`src/rtl/prng_pkg.sv`:
```
// Shared types and helpers for the PRNG sample/display path.
package prng_pkg;

    localparam int unsigned BYTE_W = 8;

    typedef enum logic {
        IDLE,
        HOLD
    } disp_state_t;

    function automatic int unsigned lvl_w(input int unsigned depth);
        return $clog2(depth) + 1;
    endfunction

endpackage

```
`src/rtl/prng_sync_fifo.sv`:
```
// Small synchronous byte FIFO: register array, wrapping pointers, explicit level.
module prng_sync_fifo
    import prng_pkg::*;
#(
    parameter  int unsigned DEPTH = 4,
    localparam int unsigned LW    = lvl_w(DEPTH),
    localparam int unsigned PW    = $clog2(DEPTH)
) (
    input  logic              clk,
    input  logic              rst_n,
    input  logic              clr_i,
    input  logic              push_i,
    input  logic              pop_i,
    input  logic [BYTE_W-1:0] wr_data_i,
    output logic [BYTE_W-1:0] rd_data_o,
    output logic [LW-1:0]     level_o,
    output logic              full_o,
    output logic              empty_o
);

    logic [BYTE_W-1:0] mem_q [DEPTH];
    logic [PW-1:0]     wr_ptr_q, wr_ptr_d;
    logic [PW-1:0]     rd_ptr_q, rd_ptr_d;
    logic [LW-1:0]     level_q,  level_d;

    always_comb begin
        wr_ptr_d = wr_ptr_q;
        rd_ptr_d = rd_ptr_q;
        level_d  = level_q;
        if (clr_i) begin
            wr_ptr_d = '0;
            rd_ptr_d = '0;
            level_d  = '0;
        end else begin
            if (push_i) wr_ptr_d = wr_ptr_q + 1'b1;
            if (pop_i)  rd_ptr_d = rd_ptr_q + 1'b1;
            if (push_i && !pop_i)      level_d = level_q + 1'b1;
            else if (!push_i && pop_i) level_d = level_q - 1'b1;
        end
    end

    always_ff @(posedge clk or negedge rst_n) begin
        if (!rst_n) begin
            wr_ptr_q <= '0;
            rd_ptr_q <= '0;
            level_q  <= '0;
        end else begin
            wr_ptr_q <= wr_ptr_d;
            rd_ptr_q <= rd_ptr_d;
            level_q  <= level_d;
        end
    end

    always_ff @(posedge clk) begin
        if (push_i && !clr_i) mem_q[wr_ptr_q] <= wr_data_i;
    end

    assign rd_data_o = mem_q[rd_ptr_q];
    assign level_o   = level_q;
    assign full_o    = (level_q == LW'(DEPTH));
    assign empty_o   = (level_q == '0);

endmodule

```
`src/rtl/prng_sample_fifo.sv`:
```
// Buffers strobed PRNG bytes and shows each on disp_data for HOLD_TICKS cycles.
// Optional build macro PRNG_DUP_FILTER_EN discards a byte equal to the last accepted one.
module prng_sample_fifo
    import prng_pkg::*;
#(
    parameter  int unsigned DEPTH      = 4,
    parameter  int unsigned HOLD_TICKS = 10_000_000,
    parameter  int unsigned CNT_W      = 24,
    localparam int unsigned LW         = lvl_w(DEPTH)
) (
    input  logic              clk,
    input  logic              rst_n,
    input  logic              ena,
    input  logic              in_stb,
    input  logic [BYTE_W-1:0] in_data,
    output logic [BYTE_W-1:0] disp_data,
    output logic              disp_valid,
    output logic              disp_new,
    output logic [LW-1:0]     fifo_level,
    output logic              overflow
);

    localparam logic [CNT_W-1:0] CNT_LAST = CNT_W'(HOLD_TICKS - 1);

    disp_state_t       state_q, state_d;
    logic [CNT_W-1:0]  cnt_q,   cnt_d;
    logic [BYTE_W-1:0] data_q,  data_d;
    logic              valid_q, valid_d;
    logic              new_q,   new_d;
    logic              ovf_q,   ovf_d;
    logic              push, pop, cand, dup, full, empty;
    logic [BYTE_W-1:0] head;

    prng_sync_fifo #(.DEPTH(DEPTH)) u_fifo (
        .clk       (clk),
        .rst_n     (rst_n),
        .clr_i     (!ena),
        .push_i    (push),
        .pop_i     (pop),
        .wr_data_i (in_data),
        .rd_data_o (head),
        .level_o   (fifo_level),
        .full_o    (full),
        .empty_o   (empty)
    );

`ifdef PRNG_DUP_FILTER_EN
    // Separate valid bit so a first byte of 8'h00 is never mistaken for a repeat.
    logic [BYTE_W-1:0] last_q;
    logic              last_vld_q;
    assign dup = last_vld_q && (in_data == last_q);

    always_ff @(posedge clk or negedge rst_n) begin
        if (!rst_n) begin
            last_q     <= '0;
            last_vld_q <= 1'b0;
        end else if (!ena) begin
            last_q     <= '0;
            last_vld_q <= 1'b0;
        end else if (push) begin
            last_q     <= in_data;
            last_vld_q <= 1'b1;
        end
    end
`else
    assign dup = 1'b0;
`endif

    assign cand = in_stb && !dup;

    always_comb begin
        state_d = state_q;
        cnt_d   = cnt_q;
        data_d  = data_q;
        valid_d = valid_q;
        new_d   = 1'b0;
        pop     = 1'b0;
        unique case (state_q)
            IDLE: begin
                if (!empty) begin
                    pop     = 1'b1;
                    cnt_d   = '0;
                    state_d = HOLD;
                end
            end
            HOLD: begin
                if (cnt_q != CNT_LAST) begin
                    cnt_d = cnt_q + 1'b1;
                end else begin
                    cnt_d = '0;
                    if (!empty) pop = 1'b1;
                    else        state_d = IDLE;
                end
            end
        endcase
        if (pop) begin
            data_d  = head;
            valid_d = 1'b1;
            new_d   = 1'b1;
        end
        // A same-edge pop frees the slot, so a push into a full FIFO still lands.
        push  = cand && (!full || pop);
        ovf_d = ovf_q || (cand && full && !pop);
        if (!ena) begin
            state_d = IDLE;
            cnt_d   = '0;
            data_d  = '0;
            valid_d = 1'b0;
            new_d   = 1'b0;
            ovf_d   = 1'b0;
            pop     = 1'b0;
            push    = 1'b0;
        end
    end

    always_ff @(posedge clk or negedge rst_n) begin
        if (!rst_n) begin
            state_q <= IDLE;
            cnt_q   <= '0;
            data_q  <= '0;
            valid_q <= 1'b0;
            new_q   <= 1'b0;
            ovf_q   <= 1'b0;
        end else begin
            state_q <= state_d;
            cnt_q   <= cnt_d;
            data_q  <= data_d;
            valid_q <= valid_d;
            new_q   <= new_d;
            ovf_q   <= ovf_d;
        end
    end

    assign disp_data  = data_q;
    assign disp_valid = valid_q;
    assign disp_new   = new_q;
    assign overflow   = ovf_q;

endmodule

```
`config.mk`:
```
export PLATFORM = sky130hd
export DESIGN_NAME = prng_sample_fifo
export DESIGN_NICKNAME = d
export VERILOG_FILES = /design/src/rtl/prng_pkg.sv /design/src/rtl/prng_sync_fifo.sv /design/src/rtl/prng_sample_fifo.sv
export SDC_FILE = /design/constraint.sdc
export NUM_CORES = 1
export LEC_CHECK = 0
export ABC_AREA = 1
export CAP_MARGIN = 40
export CELL_PAD_IN_SITES_DETAIL_PLACEMENT = 0
export CELL_PAD_IN_SITES_GLOBAL_PLACEMENT = 2
export CORE_ASPECT_RATIO = 1.1
export CORE_MARGIN = 1
export CORE_UTILIZATION = 40
export DETAILED_ROUTE_END_ITERATION = 6
export PLACE_DENSITY = 0.95
export SLEW_MARGIN = 20
export SYNTH_ARGS = -nofsm -noshare
export SYNTH_HDL_FRONTEND = slang
export SYNTH_SLANG_ARGS = --single-unit
```
`constraint.sdc`:
```
create_clock -name clk -period 3.8 [get_ports clk]
set_input_delay 1.14 -clock clk [delete_from_list [all_inputs] [get_ports clk]]
set_output_delay 1.14 -clock clk [all_outputs]
set_load 0.02 [all_outputs]
```
==> metrics.yaml, run 1 <==
tightest_slew_ns: 0.656
postCtsHoldBufs: 0
initial_utilization: 0.411
setup_viol: 0
async_flop_share: 0.573
p_per_area_mw_per_mm2: 548
num_vias: 2683
worstHoldStart: "overflow"
r2r_start: "cnt_q[1]"
place_hpwl_mm: 5.56
grt_setup_unrepaired: "no"
clock_skew_ns: 0.00779
cts_sinks: 75
nFillCells: 857
grt_pass1_vias: 2684
maxCapViolations: 0
syn_area_mm2: 0.00362
gp_congestion: 0.800
max_clock_freq_mhz: 381
synth_top_area_cell: "dfrtp_1"
ys.flop_type: "dfrtp_1"
syn2layout_area_growth_pct: 15.8
first_pass_iters: 4
setup_tns_ns: 0
post_cts_buffers: 0
final_hold_viol_count: 0
io_buffer_count: 25
multiInputGateArea_mm2: 0.00137
syn_avg_cell_area_um2: 9.82
cts_buffer_depth: 2
grt_pass1_wl_mm: 12.8
reg2regPathDepth: 9
fin_crit_ns: 2.63
wl_per_cell_um: 14.3
grt_max_degree: 23
grt_usage: 0.178
drt-vias-per-instance: 5.16
vdd_drop_max_v: 0.000426
netlist_instances: 369
placed_cell_area_mm2: 0.00401
critPathLaunchType: "input port"
fin_crit_sh: 0.691
synth_seq_cells: 75
synthTopCellsByArea: "dfrtp_1, edfxtp_1, nand2_1"
r2r-end: "u_fifo.mem_q[3][2]"
synth-compound-area-share: 0.124
ant_nets: 0
synthSimpleGateAreaFrac: 0.221
synth-edff-count: 32
antenna_cells: 0
ff2ff_setup_slack_ns: 1.49
cts-buffers-inserted: 9
cts_root_buf: "clkbuf_8"
synth_fa_ha_area_frac: 0.0228
outcome: "finished, final reports clean"
cp_max_fo: 11
layout_common_cells: "nand2_1, dfrtp_1, nor2_1, inv_1, edfxtp_1"
synth-xor-area-share: 0.00967
seq_area_mm2: 0.00204
hp-class: "reg2reg"
syn-num-nets: 387
slew_headroom: 0.561
dieHeight_um: 102
post_cts_resized: 0
drcViolationCount: 0
synth_top_area_frac: 0.297
whs_path_depth: 1
required_ns: 4.09
fp-row-count: 36
min_to: "overflow"
drive_gt1_frac: 0.145
die_area_mm2: 0.00945
critPathKind: "in2reg"
io_pins: 26
fin_nets: 419
synth_mux_area_frac: 0
yosys_warnings: 0
design_area_mm2: 0.00420
cts_max_level: 3
antenna_found_initial: 0
arrival_ns: 2.92
drt_wl_total_mm: 7.43
seq_area_frac_synth: 0.562
clock_latency_ns: 0.36
slew_viol_final: 0
cts_tree: "yes"
core_mm2: 0.00883
p_leak_uw: 0.00164
end_kind: "flop"
path_clk_slew_ns: 0.09
synth_top_family_by_area: "simple AND/OR/NAND/NOR gates"
yosysUniqueCellTypes: 38
drtIter0Drc: 166
overflow: 0
die_width_um: 92.8
-- per-layer routing --
metal,vias to the layer above,global-route usage,share of wire
met3,18,0.0536,0.036
met2,40,0.298,0.49
li1,1336,-,-
met5,-,0,0
met1,1289,0.213,0.45
met4,0,0.0769,0.023
-- worst max-delay path: stages --
cell and delay (ns):
clkdlybuf4s50_1 0.60, nand3_4 0.16, nand2_4 0.18, nand2_2 0.12, inv_1 0.08, fa_1 0.40, nor2_1 0.11, nand2_1 0.06
o21ai_1 0.06
-- layout make-up --
cell class	instances	share of cell area
Multi-Input combinational cell	240	0.326
Clock inverter	7	0.0140
Clock buffer	9	0.0295
Timing Repair Buffer	27	0.0668
Sequential cell	75	0.485
Inverter	48	0.0441
Tap cell	114	0.0340
-- stage by stage --
stage	utilization	hold slack [ns]	instances	total power, µW	worst slack [ns]
after global routing	0.475	0.524	520	2460	1.05
after global placement	0.452	0.488	503	1740	0.825
after floorplan	-	0.487	369	1510	1.52
after detailed placement	0.455	0.488	504	1750	0.784
after CTS	0.475	0.515	520	2330	1.16
final	0.475	0.507	520	2300	1.17
-- power breakdown --
group | leakage (µW) | switching, µW | internal (µW) | total [µW]
Combinational | 0.000670 | 407 | 270 | 676
Sequential | 0.000876 | 108 | 943 | 1050
Clock | 0.0000942 | 326 | 248 | 574
Total | 0.00164 | 840 | 1460 | 2300
-- worst max-delay path by stage --
stage / end / slack, ns / cells after the start / start
final: u_fifo.level_o[1] / 1.17 / 9 / ena
after global routing: cnt_q[5] / 1.05 / 7 / ena
after CTS: fifo_level[2] / 1.16 / 1 / u_fifo.level_o[2]
after detailed placement: cnt_q[7] / 0.78 / 7 / ena
after global placement: u_fifo.level_o[1] / 0.82 / 9 / ena
after floorplan: u_fifo.mem_q[0][0] / 1.52 / 3 / ena
-- logic make-up after synthesis --
group,after synthesis
compound gates,77
xor+xnor,4
fa+ha+maj,6
buf+inv,54
flops,75
simple gates,153
-- cell usage after synthesis (8+ instances only) --
cell and number:
a21oi_1 21, nand3_1 16, o21ai_0 26, nor2_1 40, dfrtp_1 43, inv_2 8
nand2_1 43, edfxtp_1 32, nand4_1 12, nand2_2 8, nor3_1 11, o22ai_1 8
inv_1 38, a22o_1 9
-- state kept, by name, indices dropped and copies added (netlist names) --
signal and flops:
disp_valid 1, state_q 1, disp_data 8, u_fifo.mem_q 32
disp_new 1, u_fifo.wr_ptr_q 2, u_fifo.rd_ptr_q 2, u_fifo.level_o 3
cnt_q 24, overflow 1
No activity file was read; power rests on OpenSTA's default activity.
==> run 2: changes to the inputs <==
Settings changed: CORE_UTILIZATION 40 to 34, PLACE_DENSITY 0.95 to 0.87.
Clock period 3.8 ns to 2.4 ns, I/O delays scaled along.
==> run 2 against run 1 <==
Global-route usage shrank 1.2 points. Setup slack worse by 0.96 ns. Sequential power is 55% higher. Count of clock-buffer cells in the layout unchanged. Die area increased by 17%. Worst hold slack got worse by 0.086 ns. Largest power group unchanged. Clock skew is essentially flat. Final cell count up 8.7%.
==> metrics.yaml, run 2 (same netlist as run 1, synthesis figures left out) <==
path_cells: "clkdlybuf4s50_1"
fin_crit_sh: 0.912
placedCellCount: 549
hp-class: "in2async"
antenna_found_initial: 0
critPathMaxStageDelay_ns: 0.65
clock_skew_ns: 0.00730
place_hpwl_mm: 5.80
hold_ws_ns: 0.422
ant_nets: 0
drt_wl_total_mm: 8.12
p_per_area_mw_per_mm2: 959
wl_per_cell_um: 14.4
post_cts_resized: 0
first_pass_iters: 5
max_clock_freq_mhz: 457
gp_congestion: 0.793
p_leak_uw: 0.00177
grt_setup_unrepaired: "no"
placed_cell_area_mm2: 0.00415
cp_max_fo: 6
drcViolationCount: 0
layout_common_cells: "nand2_1, dfrtp_1, nor2_1, inv_1, edfxtp_1"
nFillCells: 981
overflow: 0
crit_family: "buffers and inverters"
slew_viol_final: 0
core_mm2: 0.0104
tightest_slew_ns: 0.708
setup_tns_ns: 0
power_frac_comb: 0.281
io_pins: 26
clkPwrFrac: 0.337
outcome: "finished, final reports clean"
layout_setup_ws_ns: 0.212
cts_sinks: 75
cts_buffer_depth: 2
cts_root_buf: "clkbuf_16"
io_buffer_count: 25
switching_share: 0.343
design_area_mm2: 0.00446
critPathKind: "reg2out"
vdd_drop_max_v: 0.000755
cp_num_buf_inv: 1
path_clk_slew_ns: 0.07
arrival_ns: 1.47
initial_utilization: 0.349
seqPwrFrac: 0.381
dieHeight_um: 110
setup_viol: 0
drt-vias-per-instance: 4.90
die_area_mm2: 0.0111
maxCapViolations: 0
cpMaxStageDelayCell: "clkdlybuf4s50_1"
post_cts_buffers: 0
fin_cells: 565
intPower_uw: 2810
critPathLaunchType: "flop"
syn2layout_area_growth_pct: 23.1
cts_max_level: 3
num_vias: 2769
fin_crit_ns: 2.19
place_ws_ns: 0.0184
clock_latency_ns: 0.35
grt_usage: 0.166
grt_max_degree: 30
fin_nets: 435
final_hold_viol_count: 0
fp-row-count: 39
regMostFlops: "u_fifo.mem_q"
required_ns: 1.68
cts_tree: "yes"
postCtsHoldBufs: 0
grt_pass1_wl_mm: 13.8
grt_pass1_vias: 2812
end_kind: "output port"
p_switching_uw: 1470
drtIter0Drc: 141
die_width_um: 100
cts-buffers-inserted: 9
antenna_cells: 0
largest_reg_flops: 32
drive_gt1_frac: 0.180
slew_headroom: 0.528
==> run 2: cell count changes in the layout (fill, tap and decap cells not counted), sizes merged <==
cell / previous run / this run
buf: 3 / 19
clkinv: 5 / 2
bufinv: 0 / 1
inv: 50 / 52
==> run 2: power groups by stage <==
stage	logic (µW)	registers, µW	clock network, µW
after floorplan	642	1740	0
after global placement	1200	1650	0
after CTS	1220	1630	1470
after global routing	1340	1660	1520
after detailed placement	1210	1650	0
final	1200	1630	1440
==> run 2: final timing paths <==
kind,startpoint,end,slack (ns),depth (start not counted)
setup / recovery,u_fifo.level_o[2],fifo_level[2],0.21,1
hold / removal,rst_n,cnt_q[12],0.42,1
setup reg to reg,cnt_q[1],u_fifo.level_o[1],0.29,13
hold reg to reg,overflow,overflow,0.51,1
max in group asynchronous,rst_n,u_fifo.level_o[0],1.36,2
min in group clk,overflow,overflow,0.51,1
==> run 2: stage by stage <==
stage          utilization  power (µW)
2_1_floorplan            -        2390
3_3_place_gp         0.399        2860
3_5_place_dp         0.399        2870
4_1_cts              0.429        4320
5_1_grt              0.429        4520
6_report             0.429        4280
==> run 2: routing by layer <==
layer / part of all wire / vias to the layer above / global-route usage
li1: - / 1367 / -
met1: 0.45 / 1343 / 0.196
met2: 0.50 / 47 / 0.290
met3: 0.036 / 12 / 0.0366
met4: 0.016 / 0 / 0.0735
met5: 0 / - / 0
==> run 2: worst reg2reg max path, stage by stage (launching register included) <==
cell      delay (ns)
dfrtp_1         0.39
ha_1            0.22
nand3_2         0.13
nor2_2          0.17
nand3_4         0.13
nand3_2         0.11
nand2_2         0.08
clkinv_4        0.07
nand2_2         0.05
inv_1           0.06
fa_1            0.40
nor2_1          0.11
nand2_1         0.05
o21ai_1         0.06
==> run 2: layout make-up <==
| cell class | count | area, µm² | area share |
|---|---|---|---|
| clock buffer | 9 | 225 | 0.0505 |
| clock inverter | 7 | 87.6 | 0.0196 |
| inverter | 48 | 185 | 0.0415 |
| multi-input combinational | 240 | 1370 | 0.307 |
| sequential | 75 | 2040 | 0.456 |
| tap | 143 | 179 | 0.0401 |
| timing repair buffer | 43 | 380 | 0.0852 |
==> run 3: changes to the inputs <==
Settings changed: CTS_CLUSTER_DIAMETER set to 150.
==> results of run 3 <==
Final layout, timing and power as in run 2 (identical DEF).
